### src/rtl/xcore_ram_ctrl.sv
// xcore_ram_ctrl: adapts a valid/ready command/response bus (byte address,
// byte write mask) onto the strobes of a single-port SRAM with a fixed
// one-cycle read latency. Only one transaction is in flight at a time.
// Out-of-range addresses are answered with an error and never reach the RAM.
// If the response is stalled, the read data is parked locally so the RAM
// output is free to change.
module xcore_ram_ctrl #(
    parameter int DP  = 1024,
    parameter int DW  = 32,
    parameter int MW  = 4,
    parameter int AW  = 10,
    parameter int BW  = 2,
    parameter int CAW = 32
) (
    input  logic           clk,
    input  logic           rst_n,
    input  logic           cmd_valid,
    output logic           cmd_ready,
    input  logic           cmd_read,
    input  logic [CAW-1:0] cmd_addr,
    input  logic [DW-1:0]  cmd_wdata,
    input  logic [MW-1:0]  cmd_wmask,
    output logic           rsp_valid,
    input  logic           rsp_ready,
    output logic [DW-1:0]  rsp_rdata,
    output logic           rsp_err,
    output logic           ram_cs,
    output logic           ram_wen,
    output logic [MW-1:0]  ram_wem,
    output logic [AW-1:0]  ram_addr,
    output logic [DW-1:0]  ram_din,
    input  logic [DW-1:0]  ram_dout
);

    typedef enum logic [1:0] {
        IDLE,
        RESP,
        HOLD
    } state_t;

    // Word count as an AW+1 bit value so that DP == 2**AW still fits.
    localparam logic [AW:0] DP_LIM = (AW+1)'(DP);

    state_t        state;
    logic          init_done;
    logic          rd_r;
    logic [DW-1:0] hold_r;
    logic          acc;
    logic          err;
    logic          hi_err;
    logic          idx_err;
    logic [AW-1:0] word_idx;
    logic          unused_low_addr;

    // The byte-offset bits carry no meaning here because accesses are word wide.
    assign unused_low_addr = ^cmd_addr[BW-1:0];

    assign word_idx = cmd_addr[AW+BW-1:BW];

    // Any address bit above the word index makes the access out of range.
    generate
        if (CAW > AW + BW) begin : g_hi_bits
            assign hi_err = |cmd_addr[CAW-1:AW+BW];
        end else begin : g_no_hi_bits
            assign hi_err = 1'b0;
        end
    endgenerate

    assign idx_err = ({1'b0, word_idx} >= DP_LIM);
    assign err     = hi_err | idx_err;

    // A new command may be taken when nothing is pending or when the pending
    // response is being consumed in this same cycle.
    assign cmd_ready = init_done & ((state == IDLE) | rsp_ready);
    assign acc       = cmd_valid & cmd_ready;

    // The RAM is strobed in the accept cycle itself. Error commands are kept off the RAM.
    assign ram_cs   = acc & ~err;
    assign ram_wen  = ~cmd_read;
    assign ram_wem  = cmd_read ? '0 : cmd_wmask;
    assign ram_addr = word_idx;
    assign ram_din  = cmd_wdata;

    // Response data: live RAM output in the first response cycle, parked copy once stalled.
    always_comb begin
        rsp_rdata = '0;
        if (state == HOLD) begin
            rsp_rdata = hold_r;
        end else if ((state == RESP) && rd_r) begin
            rsp_rdata = ram_dout;
        end
    end

    // Transaction state machine, including the response flags and the stall buffer.
    always_ff @(posedge clk or negedge rst_n) begin
        if (!rst_n) begin
            state     <= IDLE;
            init_done <= 1'b0;
            rsp_valid <= 1'b0;
            rsp_err   <= 1'b0;
            rd_r      <= 1'b0;
            hold_r    <= '0;
        end else begin
            init_done <= 1'b1;
            if (acc) begin
                state     <= RESP;
                rsp_valid <= 1'b1;
                rsp_err   <= err;
                rd_r      <= cmd_read & ~err;
            end else begin
                case (state)
                    IDLE: begin
                        state <= IDLE;
                    end
                    RESP: begin
                        if (rsp_ready) begin
                            state     <= IDLE;
                            rsp_valid <= 1'b0;
                            rsp_err   <= 1'b0;
                            rd_r      <= 1'b0;
                        end else begin
                            state  <= HOLD;
                            hold_r <= rsp_rdata;
                        end
                    end
                    HOLD: begin
                        if (rsp_ready) begin
                            state     <= IDLE;
                            rsp_valid <= 1'b0;
                            rsp_err   <= 1'b0;
                            rd_r      <= 1'b0;
                        end
                    end
                    default: begin
                        state     <= IDLE;
                        rsp_valid <= 1'b0;
                        rsp_err   <= 1'b0;
                        rd_r      <= 1'b0;
                    end
                endcase
            end
        end
    end

endmodule

### config.mk
export PLATFORM = sky130hd
export DESIGN_NAME = xcore_ram_ctrl
export DESIGN_NICKNAME = d
export VERILOG_FILES = /design/src/rtl/xcore_ram_ctrl.sv
export SDC_FILE = /design/constraint.sdc
export NUM_CORES = 1
export LEC_CHECK = 0
export ABC_AREA = 0
export BUFFER_PORTS_ARGS = -buffer_cell sky130_fd_sc_hd__buf_2
export CAP_MARGIN = 20
export CORE_MARGIN = 1
export CORE_UTILIZATION = 35
export DETAILED_ROUTE_END_ITERATION = 10
export GPL_TIMING_DRIVEN = 1
export HOLD_SLACK_MARGIN = 0.06
export PLACE_DENSITY = 0.81
export REMOVE_ABC_BUFFERS = 1
export SYNTH_ARGS = -nofsm -noshare
export SYNTH_HDL_FRONTEND = slang
export SYNTH_SLANG_ARGS = --single-unit
### constraint.sdc
create_clock -name clk -period 1.6 [get_ports clk]
set_input_delay 0.16 -clock clk [delete_from_list [all_inputs] [get_ports clk]]
set_output_delay 0.16 -clock clk [all_outputs]
set_load 0.02 [all_outputs]
Word level (Yosys, flattened, before mapping)
Cells that the tools add are included.
- flip-flop bits (word level): 38
- output and inout bits: 83
- logic and storage cells: 38
- eq/ne operators: 5
- muxes and demuxes: 12
- bitwise logic cells: 9
- reductions and logical operators: 6
- operators by type and width (operator ; number):
    2-to-1 mux 32 bit ; 2
    OR reduction 20 bit ; 1
    2-to-1 mux 2 bit ; 3
    AND 1 bit ; 4
    2-to-1 mux 1 bit ; 4
    2-to-1 mux 4 bit ; 1
    NOT 1 bit ; 4
    one-hot mux 2 bit (2 select lines) ; 1
    inequality test 3 x 1 -> 1 bit, second input constant ; 1
    inequality test 3 bit, second input constant ; 1
    AND reduction 3 bit ; 1
    equality test 2 x 1 -> 1 bit, second input constant ; 1
    equality test 2 bit, second input constant ; 1
    logical NOT 2 bit ; 1
    inequality test 2 bit, second input constant ; 1
    one-hot mux 1 bit (2 select lines) ; 1
    AND reduction 2 bit ; 1
    OR reduction 2 bit ; 1
    logical AND 1 bit ; 1
    OR 1 bit ; 1

Longest topological paths before layout
- word-level depth: 6
- depth in mapped cells: 8

Least setup slack after synthesis
No wires, ideal clock.
- path type: reg2reg
- start: reg state[0]
- end: reg hold_r[30]
- library setup time: 0.125 ns
- data arrival time: 1.675 ns
- slack: -0.200 ns
- cell stages (with the launch flop): 9
- clock period less this slack: 1.800 ns
- path through: dfrtp_1 > inv_1 > ha_1 > buf_4 > and3b_1 > buf_2 > buf_6 > a22o_1 > mux2_2
- elaborated cells between the ends (all ways): 11
- RTL lines (what ; RTL line ; text):
    from (decl) ; 44 ; state_t state;
    from (signal assigned) ; 97 ; state <= IDLE;
    from (signal assigned) ; 106 ; state <= RESP;
    from (signal assigned) ; 113 ; state <= IDLE;
    equality test 2 x 1 -> 1 bit ; 89 ; end else if ((state == RESP) && rd_r) begin
    logical AND 1 bit ; 89 ;
    2-to-1 mux 32 bit ; 89 ;
    2-to-1 mux 32 bit (*) ; 87 ; if (state == HOLD) begin
    named net rsp_rdata[30] ; 25 ; output logic [DW-1:0] rsp_rdata,
    to (signal assigned) ; 123 ; hold_r <= rsp_rdata;
    to (decl) ; 47 ; logic [DW-1:0] hold_r;
The timed path passes the listed nets; every way through them passes the cells marked *.
A chain may end at the register's enable or synchronous reset.

Worst setup path after layout
- start: reg state[1]
- end: out rsp_rdata[21]
- word-level cells in the longest chain between the ends: 4
- elaborated cells between the ends (all ways): 5
- ends and longest elaborated chain (what ; RTL line):
    equality test 2 x 1 -> 1 bit ; 89
    logical AND 1 bit ; 89
    2-to-1 mux 32 bit ; 89
    2-to-1 mux 32 bit (*) ; 87
    to (decl) ; 25
Mark *: on every way between the ends. The rest lies on a longest branch, timed or not.

==> impl_metrics.env <==
export IMPL_worst_hold_path_type="input pin to register"
export IMPL_synth_most_common_cell="sky130_fd_sc_hd__buf_4"
export IMPL_cp_max_fo=13
export IMPL_startpoint_type="register"
export IMPL_final_min_period_over_clock_period_pct=117
export IMPL_time_the_worst_path_needs_with_i_o_delays_and_setup_ns=1.87
export IMPL_worst_clock_skew_ns=0.00655
export IMPL_total_chip_power_w=0.00206
export IMPL_core_area_sq_mm=0.00603
export IMPL_synth_main_ff_cell="sky130_fd_sc_hd__dfrtp_1"
export IMPL_filler_cell_count=522
export IMPL_overflow=0
export IMPL_critPathKind="register to primary output"
export IMPL_ys_ff_latch=38
export IMPL_synth_async_reset_ratio_pct=100
export IMPL_timing_hold_violations_final=0
export IMPL_worst_hold_margin_ns=0.174
export IMPL_maximum_capacitance_violations=0
export IMPL_max_clock_freq_ghz=0.536
export IMPL_initial_utilization_pct=36.9
export IMPL_setup_violations=66
export IMPL_io_buffer_count=101
export IMPL_drt_wirelength_per_cell_um=21.2
export IMPL_detail_route_wirelength_mm=7.34
export IMPL_syn2layout_area_growth_pct=37.6
export IMPL_vias=1863
export IMPL_syn_mean_instance_area_sq_um=11.6
export IMPL_violations_in_the_final_reports="negative setup slack"
export IMPL_grt_max_degree=39
export IMPL_grt_pass1_wl_mm=9.76
export IMPL_num_rows=28
export IMPL_clkSlewWorstSetupHoldPaths_ns=0.07
export IMPL_slew_worst_pin_ns=0.664
export IMPL_slew_viol_final=0
export IMPL_synth_edff_count=0
export IMPL_cts_root_buffer_cell="sky130_fd_sc_hd__clkbuf_8"
export IMPL_drtIter0Drc=53
export IMPL_drive_above_1_share_pct=64.2
export IMPL_antenna_left=0
export IMPL_cts_max_path_buffers=2
export IMPL_ir_worst_vdd_mv=0.521
export IMPL_cts_buffers=5
export IMPL_power_leakage_nw=1.58
export IMPL_floorplan_io_pins=188
export IMPL_power_density_cell_area_mw_per_mm2=672
export IMPL_final_core_utilization_pct=50.8
export IMPL_design_die_area_sq_mm=0.00667
export IMPL_tritoncts="built"
export IMPL_dpl_hpwl_mm=4.95
export IMPL_worst_slew_margin_rel_pct=55.3
export IMPL_synth_largest_area_cell="sky130_fd_sc_hd__dfrtp_1"
export IMPL_cp_required_ns=1.44
export IMPL_route_detailed_vias_per_inst=5.38
export IMPL_cts_sink_count=38
export IMPL_die_w_um=81.7
export IMPL_synth_cell_type_count=27
export IMPL_globalRouteTotalUtil_pct=20.9
export IMPL_finalNetCount=378
export IMPL_post_synth_most_frequent_cells="43 x sky130_fd_sc_hd__buf_4, 38 x sky130_fd_sc_hd__dfrtp_1, 32 x sky130_fd_sc_hd__a22o_1"
export IMPL_antenna_found_initial=0
export IMPL_first_global_vias=1697
export IMPL_synth_warning_count=0
export IMPL_floorplan_die_height_um=81.7
export IMPL_worst_skew_pair_later_pin_latency_ns=0.28
export IMPL_antennaDiodeCount=0
export IMPL_synth_yosys_seq_area_share_pct=42.8
export IMPL_post_synth_main_area_contributors="sky130_fd_sc_hd__dfrtp_1 43%, sky130_fd_sc_hd__mux2_2 15%, sky130_fd_sc_hd__buf_4 15%, sky130_fd_sc_hd__a22o_1 13%, sky130_fd_sc_hd__ha_1 1.7%"
export IMPL_critPathArrivalTime_ns=1.71
export IMPL_status="finished with violations"
export IMPL_htreeDepth=2
export IMPL_crit_path_end_kind="primary output"
export IMPL_drtPass1Iterations=4
export IMPL_gpl_final_weighted_congestion=0.766
export IMPL_rsz0062_at_grt="true"
export IMPL_drt_drc_violations_left=0
export IMPL_yosys_area_top_type_share_pct=42.8
export IMPL_post_synth_instance_area_sq_mm=0.00222
export IMPL_finalWorstSetupSlack_ns=-0.266
export IMPL_synthesis_instances=191
## area by class of cell
cell class                      instances  area (sq um)  share of cell area, %
Inverter                                3          11.3                  0.368
Timing Repair Buffer                  125           942                   30.8
Multi-Input combinational cell         97           955                   31.2
Clock inverter                          1          30.0                  0.981
Clock buffer                            7          76.3                   2.49
Sequential cell                        38           952                   31.1
Tap cell                               75          93.8                   3.07
## worst max-delay path: stages (launching register included)
cell	delay (ns)
sky130_fd_sc_hd__dfrtp_2	0.44
sky130_fd_sc_hd__inv_2	0.07
sky130_fd_sc_hd__ha_2	0.16
sky130_fd_sc_hd__and3b_2	0.27
sky130_fd_sc_hd__buf_8	0.17
sky130_fd_sc_hd__a22o_1	0.18
sky130_fd_sc_hd__buf_6	0.13
## registers in the layout, summed over array words and instances (netlist names)
| signal | cells |
|---|---|
| hold_r | 32 |
| state | 2 |
| init_done | 1 |
| rd_r | 1 |
| rsp_err | 1 |
| rsp_valid | 1 |
## final timing paths
check	start	to	slack [ns]	depth (start not counted)
max	state[1]	rsp_rdata[21]	-0.27	6
min	rsp_ready	state[1]	0.17	2
max reg2reg	state[0]	hold_r[22]	-0.15	7
min reg2reg	hold_r[24]	hold_r[24]	0.51	1
max in group asynchronous	rst_n	state[1]	0.76	3
min in group asynchronous	rst_n	hold_r[29]	0.48	3
## per-layer routing
| layer | global-route usage, % | part of all wire [%] | vias up |
|---|---|---|---|
| met5 | 10.8 | 0.44 | - |
| met2 | 28.4 | 42 | 159 |
| met3 | 15.7 | 16 | 8 |
| met4 | 5.44 | 0.79 | 2 |
| li1 | - | - | 806 |
| met1 | 24.9 | 41 | 888 |
## placed cells by master (no fill, tap or decap), drive strengths merged, types with 2 or more instances in the layout
cell type,synthesis,layout
buf,50,124
dfrtp,38,38
a22o,32,32
mux2,32,32
clkbuf,3,7
nor2b,5,5
nor4,5,5
o21ai,4,4
inv,3,3
ha,3,3
nand2,2,2
nand3,2,2
o211ai,2,2
## where the power goes
part	total [W]	leakage (nW)	internal (W)	switching, W
Combinational	0.000287	1.00	0.000143	0.000144
Sequential	0.000984	0.521	0.000974	0.00000982
Clock	0.000788	0.0524	0.000466	0.000321
## through the flow
step           worst slack [ns]  instance area (sq um)  std cells  setup TNS (ns)
5_1_grt                  -0.353                   3060        346          -14.80
4_1_cts                  -0.278                   2840        341          -12.10
3_5_place_dp            -0.0558                   2540        325           -1.22
3_3_place_gp            -0.0116                   2540        325         -0.0827
6_report                 -0.266                   3060        346          -10.83
2_1_floorplan            -0.838                   1840        138          -46.21
## what timing repair did
item | 4_1_cts | 5_1_grt
cloned | 3 | 0
pin swaps | 3 | 6
endpoints found under the setup margin | 65 | 68
setup buffers | 4 | 5
hold endpoints to repair | 38 | 0
gates resized for setup | 31 | 57
hold buffers | 1 | 0
## kinds of logic after synthesis
logic type / after synthesis / synth area share [%]
buffers and inverters: 56 / 18.0
adders and majority gates: 3 / 1.69
muxes: 33 / 16.7
DFF: 38 / 42.8
other: 1 / 0.169
AOI/OAI and AO/OA: 41 / 15.6
and+or+nand+nor: 19 / 5.18
Power figures use the tool's default switching activity.
